<file path="src/rtl/elapsed_up_timer_pkg.sv">
// Shared types and constants for the elapsed-time up-counter.
// Digit limits, digit widths and the controller state encoding.
package elapsed_up_timer_pkg;

    localparam int UNIT_MAX = 9;
    localparam int TENS_MAX = 5;
    localparam int UNIT_W   = 4;
    localparam int TENS_W   = 3;

    typedef enum logic [1:0] {
        ST_IDLE,
        ST_RUN,
        ST_PAUSE,
        ST_FULL
    } state_t;

endpackage

</file>
<file path="src/rtl/elapsed_up_timer_if.sv">
// Command strobes and MM:SS readout bundle of the elapsed-time counter.
// master drives the commands, slave is the counter itself.
interface elapsed_up_timer_if;
    import elapsed_up_timer_pkg::*;

    logic              tick;
    logic              start;
    logic              stop;
    logic              clear;
    logic [UNIT_W-1:0] sec_units;
    logic [TENS_W-1:0] sec_tens;
    logic [UNIT_W-1:0] min_units;
    logic [TENS_W-1:0] min_tens;
    logic              running;
    logic              minute_pulse;
    logic              full;

    modport master (
        output tick, start, stop, clear,
        input  sec_units, sec_tens, min_units, min_tens,
        input  running, minute_pulse, full
    );

    modport slave (
        input  tick, start, stop, clear,
        output sec_units, sec_tens, min_units, min_tens,
        output running, minute_pulse, full
    );

endinterface

</file>
<file path="src/rtl/elapsed_up_timer_bcd_up_digit.sv">
// One BCD up-counting digit: wraps MAX->0 on carry_in, carry_out is
// combinational so a chain of digits ripples within one cycle.
module bcd_up_digit #(
    parameter int MAX   = 9,
    parameter int WIDTH = 4
) (
    input  logic             clock,
    input  logic             reset,
    input  logic             clear,
    input  logic             carry_in,
    output logic [WIDTH-1:0] q,
    output logic             carry_out
);

    logic at_max;

    assign at_max    = (q == WIDTH'(MAX));
    assign carry_out = carry_in && at_max;

    always_ff @(posedge clock or negedge reset) begin
        if (!reset) begin
            q <= '0;
        end else if (clear) begin
            q <= '0;
        end else if (carry_in) begin
            q <= at_max ? '0 : q + WIDTH'(1);
        end
    end

endmodule

</file>
<file path="src/rtl/elapsed_up_timer.sv">
// Elapsed MM:SS up-counter. ELAPSED_WRAP_EN makes full scale wrap to
// 00:00 instead of saturating in the FULL state.
module elapsed_up_timer
    import elapsed_up_timer_pkg::*;
#(
    parameter int MIN_TENS_MAX = 5
) (
    input logic                 clock,
    input logic                 reset,
    elapsed_up_timer_if.slave   bus
);

    state_t            state;
    logic [UNIT_W-1:0] su, mu;
    logic [TENS_W-1:0] stn, mt;
    logic              c_su, c_st, c_mu, c_mt;
    logic              cmd_run, at_full, count_en, overflow;
    logic              running_q, full_q, minute_q;

    assign at_full = (su == UNIT_W'(UNIT_MAX)) && (stn == TENS_W'(TENS_MAX))
                  && (mu == UNIT_W'(UNIT_MAX)) && (mt == TENS_W'(MIN_TENS_MAX));

    // clear and stop both swallow a coincident tick
    assign cmd_run  = (state == ST_RUN) && bus.tick && !bus.clear && !bus.stop;
    assign overflow = c_mt || (cmd_run && at_full);

`ifdef ELAPSED_WRAP_EN
    assign count_en = cmd_run;
`else
    assign count_en = cmd_run && !at_full;
`endif

    bcd_up_digit #(.MAX(UNIT_MAX), .WIDTH(UNIT_W)) u_sec_units (
        .clock(clock), .reset(reset), .clear(bus.clear),
        .carry_in(count_en), .q(su), .carry_out(c_su)
    );

    bcd_up_digit #(.MAX(TENS_MAX), .WIDTH(TENS_W)) u_sec_tens (
        .clock(clock), .reset(reset), .clear(bus.clear),
        .carry_in(c_su), .q(stn), .carry_out(c_st)
    );

    bcd_up_digit #(.MAX(UNIT_MAX), .WIDTH(UNIT_W)) u_min_units (
        .clock(clock), .reset(reset), .clear(bus.clear),
        .carry_in(c_st), .q(mu), .carry_out(c_mu)
    );

    bcd_up_digit #(.MAX(MIN_TENS_MAX), .WIDTH(TENS_W)) u_min_tens (
        .clock(clock), .reset(reset), .clear(bus.clear),
        .carry_in(c_mu), .q(mt), .carry_out(c_mt)
    );

    always_ff @(posedge clock or negedge reset) begin
        if (!reset) begin
            state     <= ST_IDLE;
            running_q <= 1'b0;
            full_q    <= 1'b0;
            minute_q  <= 1'b0;
        end else begin
            minute_q <= c_st;
`ifdef ELAPSED_WRAP_EN
            full_q <= 1'b0;
`endif
            if (bus.clear) begin
                state     <= ST_IDLE;
                running_q <= 1'b0;
                full_q    <= 1'b0;
            end else begin
                unique case (state)
                    ST_IDLE, ST_PAUSE: begin
                        if (bus.start && !bus.stop) begin
                            state     <= ST_RUN;
                            running_q <= 1'b1;
                        end
                    end
                    ST_RUN: begin
                        if (bus.stop) begin
                            state     <= ST_PAUSE;
                            running_q <= 1'b0;
                        end else if (overflow) begin
`ifdef ELAPSED_WRAP_EN
                            full_q <= 1'b1;
`else
                            state     <= ST_FULL;
                            running_q <= 1'b0;
                            full_q    <= 1'b1;
`endif
                        end
                    end
                    ST_FULL: begin
                        state <= ST_FULL;
                    end
                    default: begin
                        state <= ST_IDLE;
                    end
                endcase
            end
        end
    end

    assign bus.sec_units    = su;
    assign bus.sec_tens     = stn;
    assign bus.min_units    = mu;
    assign bus.min_tens     = mt;
    assign bus.running      = running_q;
    assign bus.full         = full_q;
    assign bus.minute_pulse = minute_q;

endmodule

</file>
<file path="src/flat_wrapper.sv">
// flat-port wrapper written by rule: the top's interface ports become plain ports
module elapsed_up_timer_flat import elapsed_up_timer_pkg::*;
#(
    parameter int MIN_TENS_MAX = 5
)
  (clock, reset, bus_tick, bus_start, bus_stop, bus_clear, bus_sec_units, bus_sec_tens, bus_min_units, bus_min_tens, bus_running, bus_minute_pulse, bus_full);
  elapsed_up_timer_if bus_i ();
  input logic clock;
  input logic reset;
  input wire logic [$bits(bus_i.tick)-1:0] bus_tick;
  input wire logic [$bits(bus_i.start)-1:0] bus_start;
  input wire logic [$bits(bus_i.stop)-1:0] bus_stop;
  input wire logic [$bits(bus_i.clear)-1:0] bus_clear;
  output wire logic [$bits(bus_i.sec_units)-1:0] bus_sec_units;
  output wire logic [$bits(bus_i.sec_tens)-1:0] bus_sec_tens;
  output wire logic [$bits(bus_i.min_units)-1:0] bus_min_units;
  output wire logic [$bits(bus_i.min_tens)-1:0] bus_min_tens;
  output wire logic [$bits(bus_i.running)-1:0] bus_running;
  output wire logic [$bits(bus_i.minute_pulse)-1:0] bus_minute_pulse;
  output wire logic [$bits(bus_i.full)-1:0] bus_full;
  assign bus_i.tick = bus_tick;
  assign bus_i.start = bus_start;
  assign bus_i.stop = bus_stop;
  assign bus_i.clear = bus_clear;
  assign bus_sec_units = bus_i.sec_units;
  assign bus_sec_tens = bus_i.sec_tens;
  assign bus_min_units = bus_i.min_units;
  assign bus_min_tens = bus_i.min_tens;
  assign bus_running = bus_i.running;
  assign bus_minute_pulse = bus_i.minute_pulse;
  assign bus_full = bus_i.full;
  elapsed_up_timer #(.MIN_TENS_MAX(MIN_TENS_MAX)) u_core (.clock(clock), .reset(reset), .bus(bus_i));
endmodule
</file>
<file path="config.mk">
export PLATFORM = sky130hd
export DESIGN_NAME = elapsed_up_timer_flat
export DESIGN_NICKNAME = d
export VERILOG_FILES = /design/src/rtl/elapsed_up_timer_pkg.sv /design/src/rtl/elapsed_up_timer_if.sv /design/src/rtl/elapsed_up_timer_bcd_up_digit.sv /design/src/rtl/elapsed_up_timer.sv /design/src/flat_wrapper.sv
export SDC_FILE = /design/constraint.sdc
export NUM_CORES = 1
export LEC_CHECK = 0
export BUFFER_PORTS_ARGS = -buffer_cell sky130_fd_sc_hd__buf_2
export CAP_MARGIN = 10
export CORE_MARGIN = 2
export CORE_UTILIZATION = 50
export CTS_BUF_LIST = sky130_fd_sc_hd__clkbuf_8
export DETAILED_ROUTE_END_ITERATION = 8
export GPL_TIMING_DRIVEN = 1
export PLACE_DENSITY = 0.74
export SLEW_MARGIN = 20
export SYNTH_ARGS = -nofsm -noshare
export SYNTH_HDL_FRONTEND = slang
export SYNTH_SLANG_ARGS = --single-unit
</file>
<file path="constraint.sdc">
create_clock -name clock -period 2.7 [get_ports clock]
set_clock_uncertainty 0.2 [all_clocks]
set_input_delay 0.54 -clock clock [delete_from_list [all_inputs] [get_ports clock]]
set_output_delay 0.54 -clock clock [all_outputs]
set_load 0.01 [all_outputs]
</file>
# [Word-level counts from Yosys, hierarchy flattened]
# Cells that the tools add are included.
[totals] reg_bits=19 input_bits=6 out_inout_bits=17 word_cells=77
[classes] add_sub_neg=4 n_eq_ne=10 n_mux=26 reduce_logical=29
[op_table] op="$mux W4" count=6
[op_table] op="$mux W3" count=6
[op_table] op="$logic_and A1 B1 Y1" count=13
[op_table] op="$reduce_bool A2 Y1" count=6
[op_table] op="$add A4 B1 Y4 const B" count=2
[op_table] op="$eq A4 B4 Y1 const B" count=2
[op_table] op="$mux W1" count=8
[op_table] op="$mux W2" count=4
[op_table] op="$add A3 B1 Y3 const B" count=2
[op_table] op="$eq A3 B3 Y1 const B" count=2
[op_table] op="$pmux W2 S3" count=1
[op_table] op="$reduce_and A3 Y1" count=2
[op_table] op="$eq A2 B2 Y1 const B" count=2
[op_table] op="$ne A4 B3 Y1 const B" count=1
[op_table] op="$logic_not A1 Y1" count=3
[op_table] op="$ne A3 B2 Y1 const B" count=1
[op_table] op="$reduce_bool A3 Y1" count=1
[op_table] op="$eq A2 B1 Y1 const B" count=1
[op_table] op="$logic_not A2 Y1" count=1
[op_table] op="$ne A2 B1 Y1 const B" count=1
[op_table] op="$pmux W1 S2" count=1
[op_table] op="$reduce_and A2 Y1" count=1
[op_table] op="$reduce_or A2 Y1" count=1
[op_table] op="$logic_or A1 B1 Y1" count=1

# [Depth between registers and ports, before layout]
[depth] ltp_word=15 mapped_depth=7 depth_no_buf=6

# [Modules after synthesis]
# A second synthesis with hierarchy kept.
[hier_totals] hier_cells=104 area_unflattened_um2=1061.0
[modules_own_cells] mod="bcd_up_digit at u_core.u_min_units ..." instances=2 cells_each=26 area_per_inst_um2=241.5
[modules_own_cells] mod="bcd_up_digit at u_core.u_min_tens ..." instances=2 cells_each=12 area_per_inst_um2=148.9
[modules_own_cells] mod="elapsed_up_timer" instances=1 cells_each=28 area_per_inst_um2=280.3

# [Worst setup path after synthesis]
# No wires, ideal clock.
[synth_timing] path_kind="input -> register" from="in bus_clear" to="reg u_core.u_min_units.q[3]" setup_ps=139 t_arrival_ps=2307 setup_slack_ps=54 stages=6 cell_sequence="buf_6 or4b_4 or4_4 buf_2 o311ai_0 o31ai_1"
[synth_between] elab_chain_len=7 elab_cells_between_ends=8
[synth_rtl] item="start, declared" line_no="flat_wrapper.sv:13" rtl="input wire logic [$bits(bus_i.clear)-1:0] bus_clear;"
[synth_rtl] item="$logic_not A1 Y1" line_no="elapsed_up_timer.sv:24" rtl="assign cmd_run = (state == ST_RUN) && bus.tick && !bus.clear && !bus.stop;"
[synth_rtl] item="$logic_and A1 B1 Y1 (2 in a row)" line_no="elapsed_up_timer.sv:24"
[synth_rtl] item="$logic_and A1 B1 Y1" line_no="elapsed_up_timer.sv:30" rtl="assign count_en = cmd_run && !at_full;"
[synth_rtl] item="$logic_and A1 B1 Y1 (2 in a row)" line_no="elapsed_up_timer_bcd_up_digit.sv:18" rtl="assign carry_out = carry_in && at_max;"
[synth_rtl] item="$reduce_bool A2 Y1 (no line)"
[synth_rtl] item="end signal, assigned" line_no="elapsed_up_timer_bcd_up_digit.sv:26" rtl="q <= at_max ? '0 : q + WIDTH'(1);"
[synth_rtl] item="end, declared" line_no="elapsed_up_timer_bcd_up_digit.sv:11" rtl="output logic [WIDTH-1:0] q,"
# Parallel ways exist; a longest one is shown, timed or not.
# A chain may end at the register's enable or synchronous reset.

# [Worst setup path after layout]
[layout_timing] from="reg u_core.state[1]" to="reg u_core.u_min_units.q[3]"
[layout_between] elab_chain_len=8
[layout_rtl] item="start, declared" line_no="elapsed_up_timer.sv:13" rtl="state_t state;"
[layout_rtl] item="start signal, assigned" line_no="elapsed_up_timer.sv:55" rtl="state <= ST_IDLE;"
[layout_rtl] item="start signal, assigned" line_no="elapsed_up_timer.sv:65" rtl="state <= ST_IDLE;"
[layout_rtl] item="start signal, assigned" line_no="elapsed_up_timer.sv:72" rtl="state <= ST_RUN;"
[layout_rtl] item="$eq A2 B1 Y1" line_no="elapsed_up_timer.sv:24"
[layout_rtl] item="$logic_and A1 B1 Y1 (3 in a row)" line_no="elapsed_up_timer.sv:24"
[layout_rtl] item="$logic_and A1 B1 Y1" line_no="elapsed_up_timer.sv:30"
[layout_rtl] item="$logic_and A1 B1 Y1 (2 in a row)" line_no="elapsed_up_timer_bcd_up_digit.sv:18"
[layout_rtl] item="$reduce_bool A2 Y1 (no line)"
# No other way between the ends.

==> metrics.csv <==
metric;value;unit
cts-hold-fix-buffers;0;
vias_per_cell;5.698;
hold_viol;0;
gr-usage-all-layers;19.91;%
fin_crit_sh;92.34;%
nets;153;
first_pass_iters;4;
ys_types;30;
p_int;0.0003979;W
numCtsBuffers;3;
ant_nets;0;
ys_ff_latch;19;
dpl_cell_area;1216;um2
syn_inst;115;
dpl.hpwl;1578;um
pin_count;23;
coreArea;1982;um2
fmax;401.1;MHz
yosys_warnings;0;
timing.final.crit_period;2.493;ns
synth_nets;125;
max_stage_delay;0.57;ns
clkTransAtPathRegs;0.07;ns
path_buf_inv;1;
critPathRequiredTime;2.62;ns
syn_to_final_growth;19.15;%
tritoncts;yes;
seq_area_frac_synth;44.92;%
cts.sinks;19;
crit_fanout;8;
setup-tns-final;0;ns
cp-start-kind;flop;
totalWireLength;2220;um
grt_start_max_net_pins;20;
hp-class;input port to async pin;
final_common_cell;buf_2;
fin_hold_ws;0.01873;ns
cts_buffer_depth;2;
maxSlewHeadroom;69.04;%
outcome;completed;
h-tree-depth;1;
clock_latency;0.25;ns
grt_remaining_overflow;0;
die_h;50.01;um
clockPowerShare;38.1;%
pwr-share-seq;56.7;%
die_w;50.01;um
drv_cap;0;
sw_frac_of_total;22.13;%
setup_viol;0;
fill_cells;172;
first_iter_violations;18;
drc;0;
combPwrFrac;5.2;%
critical_path_class;flop to flop;
crit_arrival;2.42;ns
grt_pass1_vias;895;
cts-root-buf;clkbuf_8;
p_sw;0.0001131;W
cpLargestDelayFamily;simple AND/OR/NAND/NOR gates;
diodes;0;
final_cell_mix;buf_2, dfrtp_1, a21oi_1;
wl_per_cell;13.14;um
post_cts_buffers;0;
finalMaxSlewViolations;0;
port_buffers;22;
slowest_stage;or4_4;
drive_above_1_share;24.65;%
cts-resized-gates;0;
syn_area;1059;um2
vias;963;
antenna_found_initial;0;
power_density;405.2;nW/um2
finalPower;0.0005110;W
cp_cell_sequence;or4b_4, or4_4, buf_4, o311ai_0, o31ai_1;
cp-end-kind;flop;
rsz0062_at_grt;false;
p_leak;0.5780;nW
tightest_slew;0.4627;ns
rows;16;
synth_area_per_cell;9.204;um2
initial_utilization;53.41;%
grt_pass1_wl;3843;um
die-area;2501;um2
peakVddDrop;0.0002687;V
fin_area;1261;um2
place_congestion;0.8360;
==> synthesized netlist by cell type <==
library cell  number  area [um2]
nand2_1            8       30.03
a31oi_1            1       6.260
nor2_1             5       18.77
and3_1             1       6.260
o311ai_0           3       26.28
nand3b_1           3       22.52
a21oi_1           14       70.07
o21ai_0            9       45.04
or4b_4             1       13.76
nand4b_1           1       8.760
or3b_2             1       8.760
ha_1               4       50.05
nand3_1            3       15.01
nand2b_1           2       12.51
and2_1             1       6.260
or3_1              6       37.54
and3b_1            1       8.760
or4b_1             1       10.01
clkbuf_1           2       7.510
inv_1              9       33.78
buf_6              1       11.26
or2_2              2       12.51
buf_2              1       5.000
nor3_1             1       5.000
or4_1              4       30.03
dfrtp_1           19       475.5
o31ai_1            6       45.04
nor2b_1            1       6.260
nor4_1             3       18.77
or4_4              1       11.26
==> state kept, by name (all words and copies together) (netlist names) <==
signal / cells
u_core.u_sec_units.q: 4
u_core.u_min_units.q: 4
u_core.u_min_tens.q: 3
u_core.bus.minute_pulse: 1
u_core.u_sec_tens.q: 3
u_core.state: 2
u_core.bus.full: 1
u_core.bus.running: 1
==> through the flow <==
stage	instances	utilization, %	setup slack, ns
2_1_floorplan	115	-	0.05430
3_5_place_dp	165	61.36	-0.05225
3_3_place_gp	165	61.36	0.02878
6_report	169	63.64	0.2067
5_1_grt	169	63.64	0.1014
4_1_cts	169	63.64	0.1934
==> cell families (layout without fill, tap and decap cells) <==
| group | after synthesis | count (layout) | synth area share, % |
|---|---|---|---|
| AOI/OAI and AO/OA | 33 | 33 | 18.20 |
| adders and majority gates | 4 | 4 | 4.728 |
| buffers and inverters | 13 | 40 | 5.437 |
| DFF | 19 | 19 | 44.92 |
| and+or+nand+nor | 46 | 46 | 26.71 |
==> final timing paths <==
check                                 from                      end  slack [ns]  cells after the start
max                        u_core.state[1]  u_core.u_min_units.q[3]        0.21                      5
min                                  reset  u_core.u_sec_units.q[3]        0.02                      1
max reg2reg                u_core.state[1]  u_core.u_min_units.q[3]        0.21                      5
min reg2reg                u_core.bus.full          u_core.bus.full        0.31                      2
max in group asynchronous            reset  u_core.u_min_units.q[2]        1.98                      1
min in group clock         u_core.bus.full          u_core.bus.full        0.31                      2
==> layer usage <==
metal / vias to the layer above / wire length, um / share of wire, % / global-route usage, %
li1: 485 / - / - / -
met1: 441 / 1091 / 49 / 27.41
met2: 32 / 969 / 44 / 29.82
met5: - / 0 / 0 / 0
met3: 5 / 120 / 5.4 / 3.939
met4: 0 / 38 / 1.7 / 9.259
==> cell type report <==
class	instances	area, um2	share of cell area [%]
Multi-Input combinational cell	83	525.5	41.67
Sequential cell	19	475.5	37.70
Timing Repair Buffer	27	147.6	11.71
Clock buffer	3	41.29	3.274
Inverter	9	33.78	2.679
Tap cell	27	33.78	2.679
Clock inverter	1	3.754	0.2976
==> power groups by stage <==
stage | registers, W | logic [W] | clock network [W]
final | 0.000290 | 0.0000267 | 0.000194
after global routing | 0.000290 | 0.0000315 | 0.000212
after CTS | 0.000290 | 0.0000271 | 0.000199
after detailed placement | 0.000295 | 0.0000270 | 0
after global placement | 0.000295 | 0.0000264 | 0
after floorplan | 0.000296 | 0.0000131 | 0
Power figures use the tool's default switching activity.
